==> src/rtl/seven_segment_scan_controller.sv <==
// Multiplexed BCD display scanner with dead-time blanking between digits,
// double-buffered digit data and optional leading-zero blanking.
module seven_segment_scan_controller #(
    parameter int DIGITS       = 4,
    parameter int SCAN_DIV     = 50000,
    parameter int BLANK_CYCLES = 16,
    parameter int CNT_W        = 16
) (
    input  logic                  clk,
    input  logic                  rst,
    input  logic                  enable,
    input  logic                  load,
    input  logic [4*DIGITS-1:0]   bcd_in,
    input  logic [DIGITS-1:0]     dp_in,
    input  logic                  lzb,
    output logic [3:0]            bcd_out,
    output logic                  n_dec_enable,
    output logic [DIGITS-1:0]     anode,
    output logic                  dp_out,
    output logic                  frame_tick
);

    localparam int IDX_W = $clog2(DIGITS);
    localparam logic [IDX_W-1:0] LAST_IDX  = IDX_W'(DIGITS - 1);
    localparam logic [IDX_W-1:0] IDX_ONE   = IDX_W'(1);
    localparam logic [CNT_W-1:0] SHOW_END  = CNT_W'(SCAN_DIV - 1);
    localparam logic [CNT_W-1:0] BLANK_END = CNT_W'(BLANK_CYCLES - 1);
    localparam logic [CNT_W-1:0] CNT_ONE   = CNT_W'(1);

    typedef enum logic [1:0] {
        IDLE,
        BLANK,
        SHOW
    } state_e;

    state_e               state_q, state_d;
    logic [IDX_W-1:0]     idx_q, idx_d;
    logic [CNT_W-1:0]     cnt_q, cnt_d;
    logic [4*DIGITS-1:0]  pend_q, pend_d;
    logic [4*DIGITS-1:0]  act_q, act_d;
    logic [DIGITS-1:0]    pdp_q, pdp_d;
    logic [DIGITS-1:0]    adp_q, adp_d;
    logic                 pflag_q, pflag_d;
    logic                 boundary;

    logic                 upper_zero;
    logic                 lit_d;
    logic [3:0]           bcd_d;
    logic                 dp_d;
    logic [DIGITS-1:0]    anode_d;
    logic                 tick_d;

    always_comb begin
        state_d  = state_q;
        idx_d    = idx_q;
        cnt_d    = cnt_q + CNT_ONE;
        boundary = 1'b0;
        unique case (state_q)
            IDLE: begin
                cnt_d = '0;
                idx_d = '0;
                if (enable) begin
                    state_d  = BLANK;
                    boundary = 1'b1;
                end
            end
            BLANK: begin
                if (cnt_q == BLANK_END) begin
                    state_d = SHOW;
                    cnt_d   = '0;
                end
            end
            SHOW: begin
                if (cnt_q == SHOW_END) begin
                    state_d = BLANK;
                    cnt_d   = '0;
                    if (idx_q == LAST_IDX) begin
                        idx_d    = '0;
                        boundary = 1'b1;
                    end else begin
                        idx_d = idx_q + IDX_ONE;
                    end
                end
            end
            default: state_d = IDLE;
        endcase
        if (!enable) begin
            state_d  = IDLE;
            idx_d    = '0;
            cnt_d    = '0;
            boundary = 1'b0;
        end
    end

    // A load landing on a frame boundary bypasses the pending buffer.
    always_comb begin
        pend_d  = pend_q;
        pdp_d   = pdp_q;
        act_d   = act_q;
        adp_d   = adp_q;
        pflag_d = pflag_q;
        if (boundary) begin
            if (load) begin
                act_d = bcd_in;
                adp_d = dp_in;
            end else if (pflag_q) begin
                act_d = pend_q;
                adp_d = pdp_q;
            end
            pflag_d = 1'b0;
        end else if (load) begin
            pend_d  = bcd_in;
            pdp_d   = dp_in;
            pflag_d = 1'b1;
        end
    end

    always_comb begin
        upper_zero = 1'b1;
        for (int i = 0; i < DIGITS; i++) begin
            if (i >= int'(idx_d) && act_d[4*i +: 4] != 4'd0) begin
                upper_zero = 1'b0;
            end
        end
        lit_d   = (state_d == SHOW) &&
                  !(lzb && idx_d != '0 && upper_zero);
        anode_d = '0;
        if (lit_d) begin
            anode_d[idx_d] = 1'b1;
        end
        bcd_d  = act_d[{idx_d, 2'b00} +: 4];
        dp_d   = adp_d[idx_d];
        if (state_d == IDLE) begin
            bcd_d = '0;
            dp_d  = 1'b0;
        end
        tick_d = (state_d == SHOW) && (cnt_d == SHOW_END) &&
                 (idx_d == LAST_IDX);
    end

    always_ff @(posedge clk) begin
        if (rst) begin
            state_q      <= IDLE;
            idx_q        <= '0;
            cnt_q        <= '0;
            pend_q       <= '0;
            pdp_q        <= '0;
            act_q        <= '0;
            adp_q        <= '0;
            pflag_q      <= 1'b0;
            bcd_out      <= '0;
            dp_out       <= 1'b0;
            anode        <= '0;
            n_dec_enable <= 1'b1;
            frame_tick   <= 1'b0;
        end else begin
            state_q      <= state_d;
            idx_q        <= idx_d;
            cnt_q        <= cnt_d;
            pend_q       <= pend_d;
            pdp_q        <= pdp_d;
            act_q        <= act_d;
            adp_q        <= adp_d;
            pflag_q      <= pflag_d;
            bcd_out      <= bcd_d;
            dp_out       <= dp_d;
            anode        <= anode_d;
            n_dec_enable <= !lit_d;
            frame_tick   <= tick_d;
        end
    end

endmodule

==> config.mk <==
export PLATFORM = sky130hd
export DESIGN_NAME = seven_segment_scan_controller
export DESIGN_NICKNAME = d
export VERILOG_FILES = /design/src/rtl/seven_segment_scan_controller.sv
export SDC_FILE = /design/constraint.sdc
export NUM_CORES = 1
export LEC_CHECK = 0
export CORE_ASPECT_RATIO = 0.7
export CORE_MARGIN = 1
export CORE_UTILIZATION = 35
export DETAILED_ROUTE_END_ITERATION = 10
export PLACE_DENSITY = 0.56
export SETUP_SLACK_MARGIN = 0.3
export SYNTH_ARGS = -nofsm -noshare
export SYNTH_HDL_FRONTEND = slang
export SYNTH_SLANG_ARGS = --single-unit
export TNS_END_PERCENT = 1
==> constraint.sdc <==
create_clock -name clk -period 3.7 [get_ports clk]
set_input_delay 0.555 -clock clk [delete_from_list [all_inputs] [get_ports clk]]
set_output_delay 0.555 -clock clk [all_outputs]
set_load 0.05 [all_outputs]
# Word-level counts from Yosys, hierarchy flattened

Index checks and enable logic that the tools add are counted.

Bits in registers: 72
Input port bits: 25
Logic and storage cells: 83

$add $sub $neg: 2
Magnitude comparators: 5
Equal/unequal tests: 8
Shifts and indexed selects: 1
Multiplexer cells: 30
Bitwise logic cells: 2
Reductions and logical operators: 22

Operators with widths:

| cell                                                        | number |
|---|---|
| two-way mux 16 bit                                          | 6 |
| case mux 16 bit (3 select lines)                            | 1 |
| equality test 16 bit (second input constant)                | 2 |
| adder 16 x 1 -> 16 bit (second input constant)              | 1 |
| equality test 16 x 4 -> 1 bit (second input constant)       | 1 |
| nonzero test 4 bit                                          | 4 |
| variable part select 16 x 5 -> 4 bit                        | 1 |
| two-way mux 2 bit                                           | 6 |
| two-way mux 4 bit                                           | 3 |
| logical AND 1 bit                                           | 9 |
| two-way mux 1 bit                                           | 9 |
| equality test 2 bit (second input constant)                 | 4 |
| case mux 2 bit (3 select lines)                             | 1 |
| OR reduction 2 bit                                          | 3 |
| >= comparator 1 x 2 -> 1 bit (first input constant)         | 2 |
| logical NOT 2 bit                                           | 2 |
| case mux 2 bit (2 select lines)                             | 1 |
| less-than comparator 2 x 3 -> 1 bit (second input constant) | 1 |
| adder 2 x 1 -> 2 bit (second input constant)                | 1 |
| binary-select mux 1 bit (select 2 bit)                      | 1 |
| demux 1 bit (select 2 bit)                                  | 1 |
| equality test 2 x 1 -> 1 bit (second input constant)        | 1 |
| >= comparator 2 x 1 -> 1 bit (second input constant)        | 1 |
| >= comparator 2 bit (first input constant)                  | 1 |
| other kinds (5)                                             | 7 |

# Depth between registers and ports, before layout

Word-level depth: 17
Mapped depth: 10
Gate-level depth less buffers: 8

# Worst setup path after synthesis

OpenSTA, ideal clock, no wires.

Kind: input to register
Start: input port enable
End: register anode[1]
Setup time: 0.116 ns
Data arrival time: 2.613 ns
Required time: 3.584 ns
Setup slack: 0.971 ns
Stages: 7
Buffers on the path: 1
Path through: clkbuf_1 nor3b_1 a21oi_1 a221oi_1 nor4b_2 nand3_1 o211a_1

Longest elaborated chain between the ends: 13
Elaborated cells on any way between the ends: 31
Those cells by class: order compare (5); eq/ne (1); mux (10); bitwise (1); reduce/logical (14)

Ends and longest elaborated chain:

| item                            | RTL line | RTL |
|---|---|---|
| start, declared                 | 11       | `input logic enable,` |
| two-way mux 1 bit               | 87       | `if (!enable) begin` |
| two-way mux 16 bit              | 102      | `if (boundary) begin` |
| nonzero test 4 bit              | 121      | `if (i >= int'(idx_d) && act_d[4*i +: 4] != 4'd0) begin` |
| logical AND 1 bit               | 121      |  |
| two-way mux 1 bit (4 in series) | 121      |  |
| logical AND 1 bit               | 126      | `!(lzb && idx_d != '0 && upper_zero);` |
| logical NOT 1 bit               | 126      |  |
| logical AND 1 bit               | 125      | `lit_d = (state_d == SHOW) &&` |
| NOT 1 bit (no line)             | --       |  |
| OR reduction 2 bit (no line)    | --       |  |
| end signal, assigned            | 167      | `anode <= anode_d;` |
| end, declared                   | 18       | `output logic [DIGITS-1:0] anode,` |

Parallel ways exist; a longest one is shown, timed or not.
A chain may end at the register's enable or synchronous reset.

# Worst setup path after layout

Same ends and word-level chain as after synthesis.

==> impl_metrics.ini <==
[status]
status = complete, no violations

[cts]
postCtsSetupBuffers = 0
ctsHoldBuffers = 0
cts_made_buffers = 9
htreeDepth = 3
insertion_delay_ps = 340
clk_pin_slew_worst_paths_ps = 60
post_cts_resized = 0
clock_sinks = 72
cts_tree = done
cts-root-buf = clkbuf_16
cts_buffer_depth = 2

[route]
ant_nets = 0
drcViolationCount = 0
num_vias = 3325
drt_wl_total_mm = 10.2
drtIter0Drc = 288
first_pass_iters = 5
via_per_inst = 5.52
wl_per_cell_um = 16.9

[logic_synthesis]
ys_warn_count = 0
synth_area_mm2 = 0.00368
yosysSeqAreaShare = 0.392
synthArstFlopShare = 0
postSynthCellCount = 436
synth_edf_count = 0
netlist-cell-type-count = 68
syn_nets = 463
synth_flop_cell = dfxtp_1
yosys_register_bits = 72
synth.avg_cell_area_um2 = 8.43

[global_route]
grt_pass1_vias = 3047
grt-ovfl-total = 0
grt_usage = 0.195
grt_max_degree = 44
antenna_found_initial = 0
grt_pass1_wl_mm = 16.7

[sta]
period_share = 0.848
maxSlewHeadroom = 0.457
finalHoldViolCount = 0
skew_ps = 7.74
tightest_slew_ps = 813
rsz0062_at_grt = no
holdWs_ps = 458
max_freq_ghz = 0.319
finalWorstSetupSlack_ps = 562
tns_ps = 0
drv_slew = 0
fin_crit_ps = 3140
setup_viol_count_final = 0

[worst_setup_path]
r2r_slack_ps = 560
crit_chain = clkdlybuf4s50_1 > and4b_1 > and2_1 > a21oi_1 > buf_4 > a211o_1 > nor4b_2 > nand3_1 > o211a_1
critPathCaptureType = register
worst_setup_path_start_kind = input port
required_ps = 3920
r2r_end = anode[1]
worst-path-buf-inv = 2
cp_top_family = simple AND/OR/NAND/NOR gates
crit_path_top_delay_cell = clkdlybuf4s50_1
critPathMaxStageDelay_ps = 660
crit_fanout = 18
worstReg2RegStart = cnt_q[11]
r2r_cells = 7
path_class = input port to register
worstPathArrival_ps = 3360

[floorplanning]
ios = 36
num_rows = 30
core_region_area_mm2 = 0.00995
start_util = 0.370
die-area_mm2 = 0.0109
die_w_um = 124
chipHeight_um = 87.7

[pwr]
p_per_area_mw_per_mm2 = 451
p_switching_mw = 0.483
pwr-share-clk = 0.493
irDropWorstVdd_mv = 0.219
p_int_mw = 1.55
combPwrFrac = 0.101
p_leak_nw = 1.71
p_total_mw = 2.04
power_frac_seq = 0.405
netSwitchingFraction = 0.237

[min_path]
hold_path_class = register to register
hold_depth = 1
hp-start = cnt_q[0]
holdPathEnd = cnt_q[0]

[placed_design]
placed_cells = 586
routabilityCongestion = 0.898
dpl.hpwl_mm = 7.32
dp_slack_ps = 304
place_area_mm2 = 0.00417
port_buffers = 35

[final_layout]
synthToLayoutAreaGrowth_pct = 22.8
final_cell_mix = dfxtp_1, nor2_1, nand2_1, clkdlybuf4s50_1, nand3_1
instances_no_fill = 602
layout_commonest_cell = dfxtp_1
fin_util = 0.454
design_area_mm2 = 0.00452
antenna_cells = 0
nNetsFinal = 496
drive_above_1_share = 0.101

[job]
drv_cap = 0
-- cells in the mapped netlist, types with 4 or more instances --
cell type	instances	share of area
dfxtp_1	72	0.39
nor2_1	63	0.064
nand2_1	40	0.041
nand3_1	25	0.034
a21oi_1	19	0.026
mux2i_1	19	0.052
clkbuf_1	15	0.015
o21ai_0	14	0.019
nand2b_1	11	0.019
nor2b_1	8	0.014
nor3_1	8	0.011
xnor2_1	8	0.019
a22oi_1	7	0.014
and3_1	7	0.012
inv_1	7	0.0071
o211ai_1	7	0.014
xor2_1	7	0.017
a31oi_1	5	0.0085
a32o_1	5	0.014
o31ai_1	5	0.010
a32oi_1	4	0.0095
buf_2	4	0.0054
-- sequential cells by signal (all words and copies together), names as in the netlist --
| register | cells |
|---|---|
| n_dec_enable | 1 |
| adp_q | 4 |
| state_q | 2 |
| frame_tick | 1 |
| pdp_q | 4 |
| pflag_q | 1 |
| dp_out | 1 |
| pend_q | 16 |
| anode | 4 |
| bcd_out | 4 |
| cnt_q | 16 |
| idx_q | 2 |
| act_q | 16 |
-- layout make-up --
class,instances,area [um^2]
fillers,943,5430
multi-input cells,330,2080
flip-flops and latches,72,1440
repair buffers,49,468
clock buffers,9,225
well taps,128,160
clock inverters,7,119
inverters,7,26.3
-- power by group through the flow --
stage               logic, mW  registers [mW]  clock network, mW
global placement        0.203           0.841                  0
CTS                     0.205           0.825               1.02
finish                  0.207           0.826               1.01
global route            0.226           0.829               1.05
detailed placement      0.204           0.841                  0
floorplan               0.124           0.838                  0
-- cells by family after synthesis --
group                    count (synthesis)  synth area share
buffers and inverters                   34            0.0432
multiplexers                            19            0.0517
XOR/XNOR                                15            0.0357
AND/OR/NAND/NOR                        196             0.275
flip-flops                              72             0.392
adder cells (fa/ha/maj)                  2           0.00681
AO/OA/AOI/OAI                           98             0.195
-- metal layers --
metal,vias to the layer above,part of all wire,routed length [um],global-route usage
met3,10,0.058,593,0.0458
met2,96,0.39,3940,0.274
li1,1652,-,-,-
met4,0,0.0082,83,0.0427
met1,1567,0.55,5560,0.295
met5,-,0,0,0
-- worst register-to-register path, delay by kind of cell (launching register included) --
kind / cells / cell delay, ps
AND/OR/NAND/NOR: 4 / 1820
flip-flops: 1 / 380
AO/OA/AOI/OAI: 3 / 830
-- how the worst max path moves through the flow --
stage / from / cells past startpoint / endpoint / slack, ps
floorplan: enable / 7 / anode[1] / 970
global placement: enable / 8 / anode[1] / 390
detailed placement: enable / 9 / anode[1] / 300
CTS: cnt_q[11] / 7 / anode[1] / 610
global route: enable / 9 / anode[1] / 440
finish: enable / 9 / anode[1] / 560
Power figures use the tool's default switching activity.
